===== config.mk =====
export PLATFORM = sky130hd
export DESIGN_NAME = fault_sense_cond
export DESIGN_NICKNAME = d
export VERILOG_FILES = /design/src/rtl/fault_sense_cond.sv
export SDC_FILE = /design/constraint.sdc
export NUM_CORES = 1
export LEC_CHECK = 0
export CORE_MARGIN = 10
export CORE_UTILIZATION = 45
export CTS_CLUSTER_SIZE = 10
export DETAILED_ROUTE_END_ITERATION = 10
export PLACE_DENSITY = 0.64
export SETUP_SLACK_MARGIN = 0.15
export SYNTH_ARGS = -nofsm -noshare
export SYNTH_HDL_FRONTEND = slang
export SYNTH_SLANG_ARGS = --single-unit

===== constraint.sdc =====
create_clock -name clk -period 3.9 [get_ports clk]
set_input_delay 0.78 -clock clk [delete_from_list [all_inputs] [get_ports clk]]
set_output_delay 0.78 -clock clk [all_outputs]
set_load 0.01 [all_outputs]

===== src/rtl/fault_sense_cond.sv =====
// fault_sense_cond
// Sensor conditioning ahead of the fault-detection FSM. Raw pack voltage,
// current and temperature samples are compared against programmable
// thresholds with hysteresis. Each resulting flag is debounced over
// consecutive samples. An idle counter flags a stale sample stream.
//
// Ports
//   clk           system clock
//   rst           synchronous active-high reset
//   sample_valid  current cycle carries a sample (no backpressure)
//   v_meas        pack voltage sample            [W_V]
//   i_meas        current magnitude sample       [W_I]
//   t_meas        temperature sample             [W_T]
//   thr_ov/uv     over/under-voltage thresholds  [W_V]
//   thr_uc        over-current threshold         [W_I]
//   thr_ot        over-temperature threshold     [W_T]
//   ov/uv/ot/uc   debounced fault flags (registered)
//   flag_chg      one-cycle pulse alongside any flag toggle
//   stale         sample stream timed out (registered)
module fault_sense_cond #(
  parameter int W_V     = 12,
  parameter int W_I     = 12,
  parameter int W_T     = 10,
  parameter int HYST_V  = 16,
  parameter int HYST_I  = 8,
  parameter int HYST_T  = 4,
  parameter int DEB     = 3,
  parameter int TIMEOUT = 1000
) (
  input  logic           clk,
  input  logic           rst,
  input  logic           sample_valid,
  input  logic [W_V-1:0] v_meas,
  input  logic [W_I-1:0] i_meas,
  input  logic [W_T-1:0] t_meas,
  input  logic [W_V-1:0] thr_ov,
  input  logic [W_V-1:0] thr_uv,
  input  logic [W_I-1:0] thr_uc,
  input  logic [W_T-1:0] thr_ot,
  output logic           ov,
  output logic           uv,
  output logic           ot,
  output logic           uc,
  output logic           flag_chg,
  output logic           stale
);

  localparam int WV1 = W_V + 1;
  localparam int WI1 = W_I + 1;
  localparam int WT1 = W_T + 1;

  // Hysteresis bands widened by one bit so the saturation tests cannot wrap.
  localparam logic [W_V:0] HYST_V_X  = WV1'(HYST_V);
  localparam logic [W_I:0] HYST_I_X  = WI1'(HYST_I);
  localparam logic [W_T:0] HYST_T_X  = WT1'(HYST_T);
  localparam logic [W_V:0] V_MAX_X   = {1'b0, {W_V{1'b1}}};
  localparam logic [3:0]   DEB_C     = 4'(DEB);
  localparam logic [15:0]  TIMEOUT_C = 16'(TIMEOUT);

  // One debounce step: returns {toggled, next_flag, next_count}.
  function automatic logic [5:0] deb_step(input logic tgt, input logic flag,
                                          input logic [3:0] cnt);
    logic [3:0] inc;
    inc = cnt + 4'd1;
    if (tgt == flag) begin
      deb_step = {1'b0, flag, 4'd0};
    end else if (inc == DEB_C) begin
      deb_step = {1'b1, ~flag, 4'd0};
    end else begin
      deb_step = {1'b0, flag, inc};
    end
  endfunction

  // Stage-1 registers: sample and thresholds captured together
  logic           s1_valid_r;
  logic [W_V-1:0] v_r;
  logic [W_I-1:0] i_r;
  logic [W_T-1:0] t_r;
  logic [W_V-1:0] thr_ov_r;
  logic [W_V-1:0] thr_uv_r;
  logic [W_I-1:0] thr_uc_r;
  logic [W_T-1:0] thr_ot_r;

  // Flag, debounce and idle state
  logic        ov_r, uv_r, ot_r, uc_r, flag_chg_r, stale_r;
  logic [3:0]  ov_cnt_r, uv_cnt_r, ot_cnt_r, uc_cnt_r;
  logic [15:0] idle_cnt_r;

  // Combinational hysteresis bounds and targets
  logic [W_V-1:0] ov_lo_s;
  logic [W_V:0]   uv_sum_s;
  logic [W_V-1:0] uv_hi_s;
  logic [W_I-1:0] uc_lo_s;
  logic [W_T-1:0] ot_lo_s;
  logic           ov_tgt_s, uv_tgt_s, uc_tgt_s, ot_tgt_s;
  logic [5:0]     ov_step_s, uv_step_s, uc_step_s, ot_step_s;
  logic           upd_s;

  // Capture an accepted sample with its thresholds; reset drops any in flight
  always_ff @(posedge clk) begin
    if (rst) begin
      s1_valid_r <= 1'b0;
      v_r        <= '0;
      i_r        <= '0;
      t_r        <= '0;
      thr_ov_r   <= '0;
      thr_uv_r   <= '0;
      thr_uc_r   <= '0;
      thr_ot_r   <= '0;
    end else begin
      s1_valid_r <= sample_valid;
      if (sample_valid) begin
        v_r      <= v_meas;
        i_r      <= i_meas;
        t_r      <= t_meas;
        thr_ov_r <= thr_ov;
        thr_uv_r <= thr_uv;
        thr_uc_r <= thr_uc;
        thr_ot_r <= thr_ot;
      end
    end
  end

  // Saturating hysteresis bounds (clear points) for each channel
  always_comb begin
    ov_lo_s  = '0;
    uv_sum_s = '0;
    uv_hi_s  = '0;
    uc_lo_s  = '0;
    ot_lo_s  = '0;
    if ({1'b0, thr_ov_r} > HYST_V_X) begin
      ov_lo_s = thr_ov_r - HYST_V_X[W_V-1:0];
    end else begin
      ov_lo_s = '0;
    end
    uv_sum_s = {1'b0, thr_uv_r} + HYST_V_X;
    if (uv_sum_s > V_MAX_X) begin
      uv_hi_s = '1;
    end else begin
      uv_hi_s = uv_sum_s[W_V-1:0];
    end
    if ({1'b0, thr_uc_r} > HYST_I_X) begin
      uc_lo_s = thr_uc_r - HYST_I_X[W_I-1:0];
    end else begin
      uc_lo_s = '0;
    end
    if ({1'b0, thr_ot_r} > HYST_T_X) begin
      ot_lo_s = thr_ot_r - HYST_T_X[W_T-1:0];
    end else begin
      ot_lo_s = '0;
    end
  end

  // Hysteresis targets: set strictly beyond threshold, clear beyond band, else hold
  always_comb begin
    ov_tgt_s = ov_r;
    uv_tgt_s = uv_r;
    uc_tgt_s = uc_r;
    ot_tgt_s = ot_r;
    if (v_r > thr_ov_r) begin
      ov_tgt_s = 1'b1;
    end else if (v_r < ov_lo_s) begin
      ov_tgt_s = 1'b0;
    end else begin
      ov_tgt_s = ov_r;
    end
    if (v_r < thr_uv_r) begin
      uv_tgt_s = 1'b1;
    end else if (v_r > uv_hi_s) begin
      uv_tgt_s = 1'b0;
    end else begin
      uv_tgt_s = uv_r;
    end
    if (i_r > thr_uc_r) begin
      uc_tgt_s = 1'b1;
    end else if (i_r < uc_lo_s) begin
      uc_tgt_s = 1'b0;
    end else begin
      uc_tgt_s = uc_r;
    end
    if (t_r > thr_ot_r) begin
      ot_tgt_s = 1'b1;
    end else if (t_r < ot_lo_s) begin
      ot_tgt_s = 1'b0;
    end else begin
      ot_tgt_s = ot_r;
    end
  end

  // Debounce steps; state only advances on a registered sample while not stale
  always_comb begin
    upd_s     = s1_valid_r & ~stale_r;
    ov_step_s = deb_step(ov_tgt_s, ov_r, ov_cnt_r);
    uv_step_s = deb_step(uv_tgt_s, uv_r, uv_cnt_r);
    uc_step_s = deb_step(uc_tgt_s, uc_r, uc_cnt_r);
    ot_step_s = deb_step(ot_tgt_s, ot_r, ot_cnt_r);
  end

  // Flag and debounce counter registers with the change pulse
  always_ff @(posedge clk) begin
    if (rst) begin
      ov_r       <= 1'b0;
      uv_r       <= 1'b0;
      ot_r       <= 1'b0;
      uc_r       <= 1'b0;
      ov_cnt_r   <= 4'd0;
      uv_cnt_r   <= 4'd0;
      ot_cnt_r   <= 4'd0;
      uc_cnt_r   <= 4'd0;
      flag_chg_r <= 1'b0;
    end else if (upd_s) begin
      ov_r       <= ov_step_s[4];
      ov_cnt_r   <= ov_step_s[3:0];
      uv_r       <= uv_step_s[4];
      uv_cnt_r   <= uv_step_s[3:0];
      uc_r       <= uc_step_s[4];
      uc_cnt_r   <= uc_step_s[3:0];
      ot_r       <= ot_step_s[4];
      ot_cnt_r   <= ot_step_s[3:0];
      flag_chg_r <= ov_step_s[5] | uv_step_s[5] | uc_step_s[5] | ot_step_s[5];
    end else begin
      flag_chg_r <= 1'b0;
    end
  end

  // Saturating idle counter and stale flag; any sample clears both
  always_ff @(posedge clk) begin
    if (rst) begin
      idle_cnt_r <= 16'd0;
      stale_r    <= 1'b0;
    end else if (sample_valid) begin
      idle_cnt_r <= 16'd0;
      stale_r    <= 1'b0;
    end else begin
      if (idle_cnt_r != 16'hFFFF) begin
        idle_cnt_r <= idle_cnt_r + 16'd1;
      end
      // Counter already at TIMEOUT before this edge: stale lands TIMEOUT+1 after the last sample
      if (idle_cnt_r >= TIMEOUT_C) begin
        stale_r <= 1'b1;
      end
    end
  end

  assign ov       = ov_r;
  assign uv       = uv_r;
  assign ot       = ot_r;
  assign uc       = uc_r;
  assign flag_chg = flag_chg_r;
  assign stale    = stale_r;

endmodule


==> results.txt <==
Crit path depth = 16
Synth cell types = 62
Top delay family on crit path = simple AND/OR/NAND/NOR gates
critical path data required time = 4190 ps
Clock Skews = 8.69 ps
CTS clk-pin slew, worst paths = 60 ps
Seq/Total Area, Yosys = 31.1%
crit path capture type = flop
count leader, synth = nor2_1
final worst-path cycle share = 91.2%
Yosys top cell area share = 31.1%
Syn Std Cell Area = 7670 µm²
reg2reg path depth = 16
worst-case vdd ir drop = 0.000279 V
busiest grt layer = met2
die height = 151 µm
Antenna diodes = 0
Startpoint Class = flop
fin util = 56.2%
vias per cell = 5.28
GPL Wtd Cong = 0.830
vias = 6394
first-pass GRT wire length = 30.3 mm
worst path buffer plus inverter count = 2
syn_nets = 1083
initial antenna violation count = 0
Least-Margin Pin Slew = 853 ps
die area = 22700 µm²
CTS tree = done
HP Class = reg2reg
GRT met1 Usage = 19.8%
Fillers = 1556
final antenna-violating net count = 0
max_cap viols = 0
Tot Pwr = 3.51 mW
Worst EP arrival = 3850 ps
vias in the first global route = 6144
Logic pwr share = 19.5%
Clock Tree Buf Depth = 2
clock power share = 42.2%
# setup viols final = 0
post-synth top area cell = dfxtp_1
hold buffer count at CTS = 0
Worst path slowest cell = or3b_2
clock latency on the worst-skew pair = 420 ps
DP Area = 8750 µm²
Post-synth EDFFs = 0
Slew Viols, Final = 0
crit path launch = thr_uv_r[4]$_SDFFE_PP0P_
Die Width = 151 µm
met2 usage in global routing = 27.4%
switching share of power = 28.4%
max incr delay on CP = 450 ps
internal power = 2.51 mW
Final Cell Area = 9350 µm²
Reg2Reg Setup Slack = 340 ps
Post-synth ARST share = 0%
P_sw = 996 µW
CTS buffer count = 17
post-DP HPWL = 13.4 mm
largest net degree at the start of global routing = 43
Layout Area Growth over Synthesis = 22.0%
final hold violation count = 0
sequential share of power = 38.3%
reg-to-reg startpoint = thr_uv_r[4]$_SDFFE_PP0P_
layout cells sized above 1 = 6.56%
ys flop type = dfxtp_1
# IOs = 89
unrepaired setup endpoints after global routing = no
total grt overflow = 0
WS Path Type = reg2reg
row count = 47
DRT Wirelength = 18.0 mm
f_max = 0.281 GHz
Slew HR = 43.0%
syn_area_per_cell = 8.57 µm²
clock sink count = 119
GRT Overall Usage = 16.2%
Synth area leaders = dfxtp_1 31%, ha_1 17%, mux2i_1 11%, nor2_1 6.9%, nand2_1 2.9%
Crit path top cell by count = ha_1
initial core utilization = 46.1%
iteration-0 DRC count of the detailed router = 243
post-layout minimum cycle time = 3560 ps
Placeable Area = 16600 µm²
final hold slack = 517 ps
Post-layout nets = 1166
GR Util met3 = 4.62%
capture point of the worst reg-to-reg path = uv$_SDFFE_PP0P_
Post-synth top cells = 141 x nor2_1, 119 x dfxtp_1, 105 x ha_1
routed len/inst = 14.8 µm
CP endpoint = uv$_SDFFE_PP0P_
TNS Setup = 0 ps
H-tree Lvls = 4
instance count of the mapped netlist = 895
crit path max fanout = 5
LEAKAGE = 3.98 nW
Synth Register Bits = 119
TritonRoute pass-1 iters = 5
Ys Warns = 0
root buf cell = clkbuf_16
outcome = completed
# DRC = 0
PD cells = 375 nW/µm²
Port-buffer cells = 88
CP Cell Sequence = inv_1 -> ha_1 -> or4_1 -> nor4_2 -> nand4_1 -> a21oi_4 -> buf_4 -> nor2b_1 -> ha_1 -> a21o_1 -> nand3_1 -> a21oi_1 -> o31ai_2 -> or3b_2 -> a32oi_1 -> nor2_1
## kinds of logic (layout without fill, tap and decap cells)
kind of cell / after synthesis / in the layout / synth area share, %
xor+xnor: 35 / 35 / 4.00
buf+inv: 84 / 179 / 4.13
compound gates: 117 / 118 / 10.2
flops: 119 / 119 / 31.1
simple gates: 347 / 347 / 21.7
mux: 88 / 88 / 11.8
fa+ha+maj: 105 / 105 / 17.1
## tightest hold or removal path: stages (launching register included)
cell and delay [ps]:
dfxtp_1 330, nand2_1 60, a31oi_1 70
## cell usage in the layout, fill, tap and decap left out, types with 3 or more instances in the layout
cell and count:
nor2_1 141, xnor2_1 19, mux2i_1 83, nor4_1 5, nor3b_1 3, clkbuf_16 17, xor2_1 16, clkinvlp_4 4
or2_2 3, a21oi_1 37, o211ai_1 6, nor2b_1 9, clkinv_2 5, a211oi_1 3, nand2_1 59, nand3_1 35
buf_4 6, dfxtp_1 118, nand2b_1 7, clkdlybuf4s50_1 86, and2_1 3, nor3_1 22, ha_1 105, and4_1 5
a31oi_1 11, and3_1 8, o21ai_0 15, a21o_1 7, a22oi_1 9, o2111ai_1 3, inv_1 53, or3_1 4
nand4_1 27
## power groups by stage
| stage | Clock, mW | Combinational (mW) | Sequential (mW) |
|---|---|---|---|
| final | 1.48 | 0.685 | 1.34 |
| after global routing | 1.57 | 0.785 | 1.35 |
| after CTS | 1.52 | 0.688 | 1.34 |
| after detailed placement | 0 | 0.679 | 1.37 |
| after global placement | 0 | 0.669 | 1.37 |
| after floorplan | 0 | 0.488 | 1.34 |
## metrics by stage
| step | setup slack [ps] | std cells |
|---|---|---|
| floorplan | 584 | 895 |
| detailed placement | 153 | 1177 |
| CTS | 199 | 1209 |
| global route | 119 | 1211 |
| global placement | 258 | 1177 |
| finish | 343 | 1211 |
## worst min-delay path by stage
stage	depth (start not counted)	startpoint	to
2_1_floorplan	2	idle_cnt_r[9]$_SDFFE_PP0P_	idle_cnt_r[9]$_SDFFE_PP0P_
3_3_place_gp	2	idle_cnt_r[9]$_SDFFE_PP0P_	idle_cnt_r[9]$_SDFFE_PP0P_
3_5_place_dp	2	idle_cnt_r[9]$_SDFFE_PP0P_	idle_cnt_r[9]$_SDFFE_PP0P_
4_1_cts	2	uc_cnt_r[3]$_SDFFE_PP0P_	uc_cnt_r[3]$_SDFFE_PP0P_
5_1_grt	2	uc_cnt_r[3]$_SDFFE_PP0P_	uc_cnt_r[3]$_SDFFE_PP0P_
6_report	2	uc_cnt_r[3]$_SDFFE_PP0P_	uc_cnt_r[3]$_SDFFE_PP0P_
## state kept, by name, summed over array words and instances, names as in the netlist
register    count
i_r            12
flag_chg        1
thr_ot_r       10
t_r            10
stale           1
thr_uc_r       12
idle_cnt_r     16
v_r            12
ot_cnt_r        4
uc_cnt_r        4
uc              1
ot              1
ov              1
thr_uv_r       12
uv              1
uv_cnt_r        4
thr_ov_r       12
ov_cnt_r        4
s1_valid_r      1
## per-layer routing
| metal | up-vias | share of wire [%] |
|---|---|---|
| met5 | - | 0 |
| met4 | 0 | 0.90 |
| met3 | 10 | 4.4 |
| met2 | 100 | 48 |
| met1 | 2938 | 47 |
| li1 | 3346 | - |
## layout make-up
type | count | area (µm²) | area share (%)
multi-input combinational | 693 | 5010 | 53.5
sequential | 119 | 2380 | 25.5
timing repair buffer | 93 | 926 | 9.90
clock buffer | 20 | 457 | 4.88
tap | 220 | 275 | 2.94
inverter | 54 | 203 | 2.17
clock inverter | 12 | 103 | 1.10
## timing repair
item | in CTS | in global routing
gates cloned | 0 | 1
gates resized for setup | 1 | 5
buffers inserted | 0 | 1
setup endpoints to repair | 1 | 6
pin swaps | 0 | 2
(Power assumes the default switching activity.)
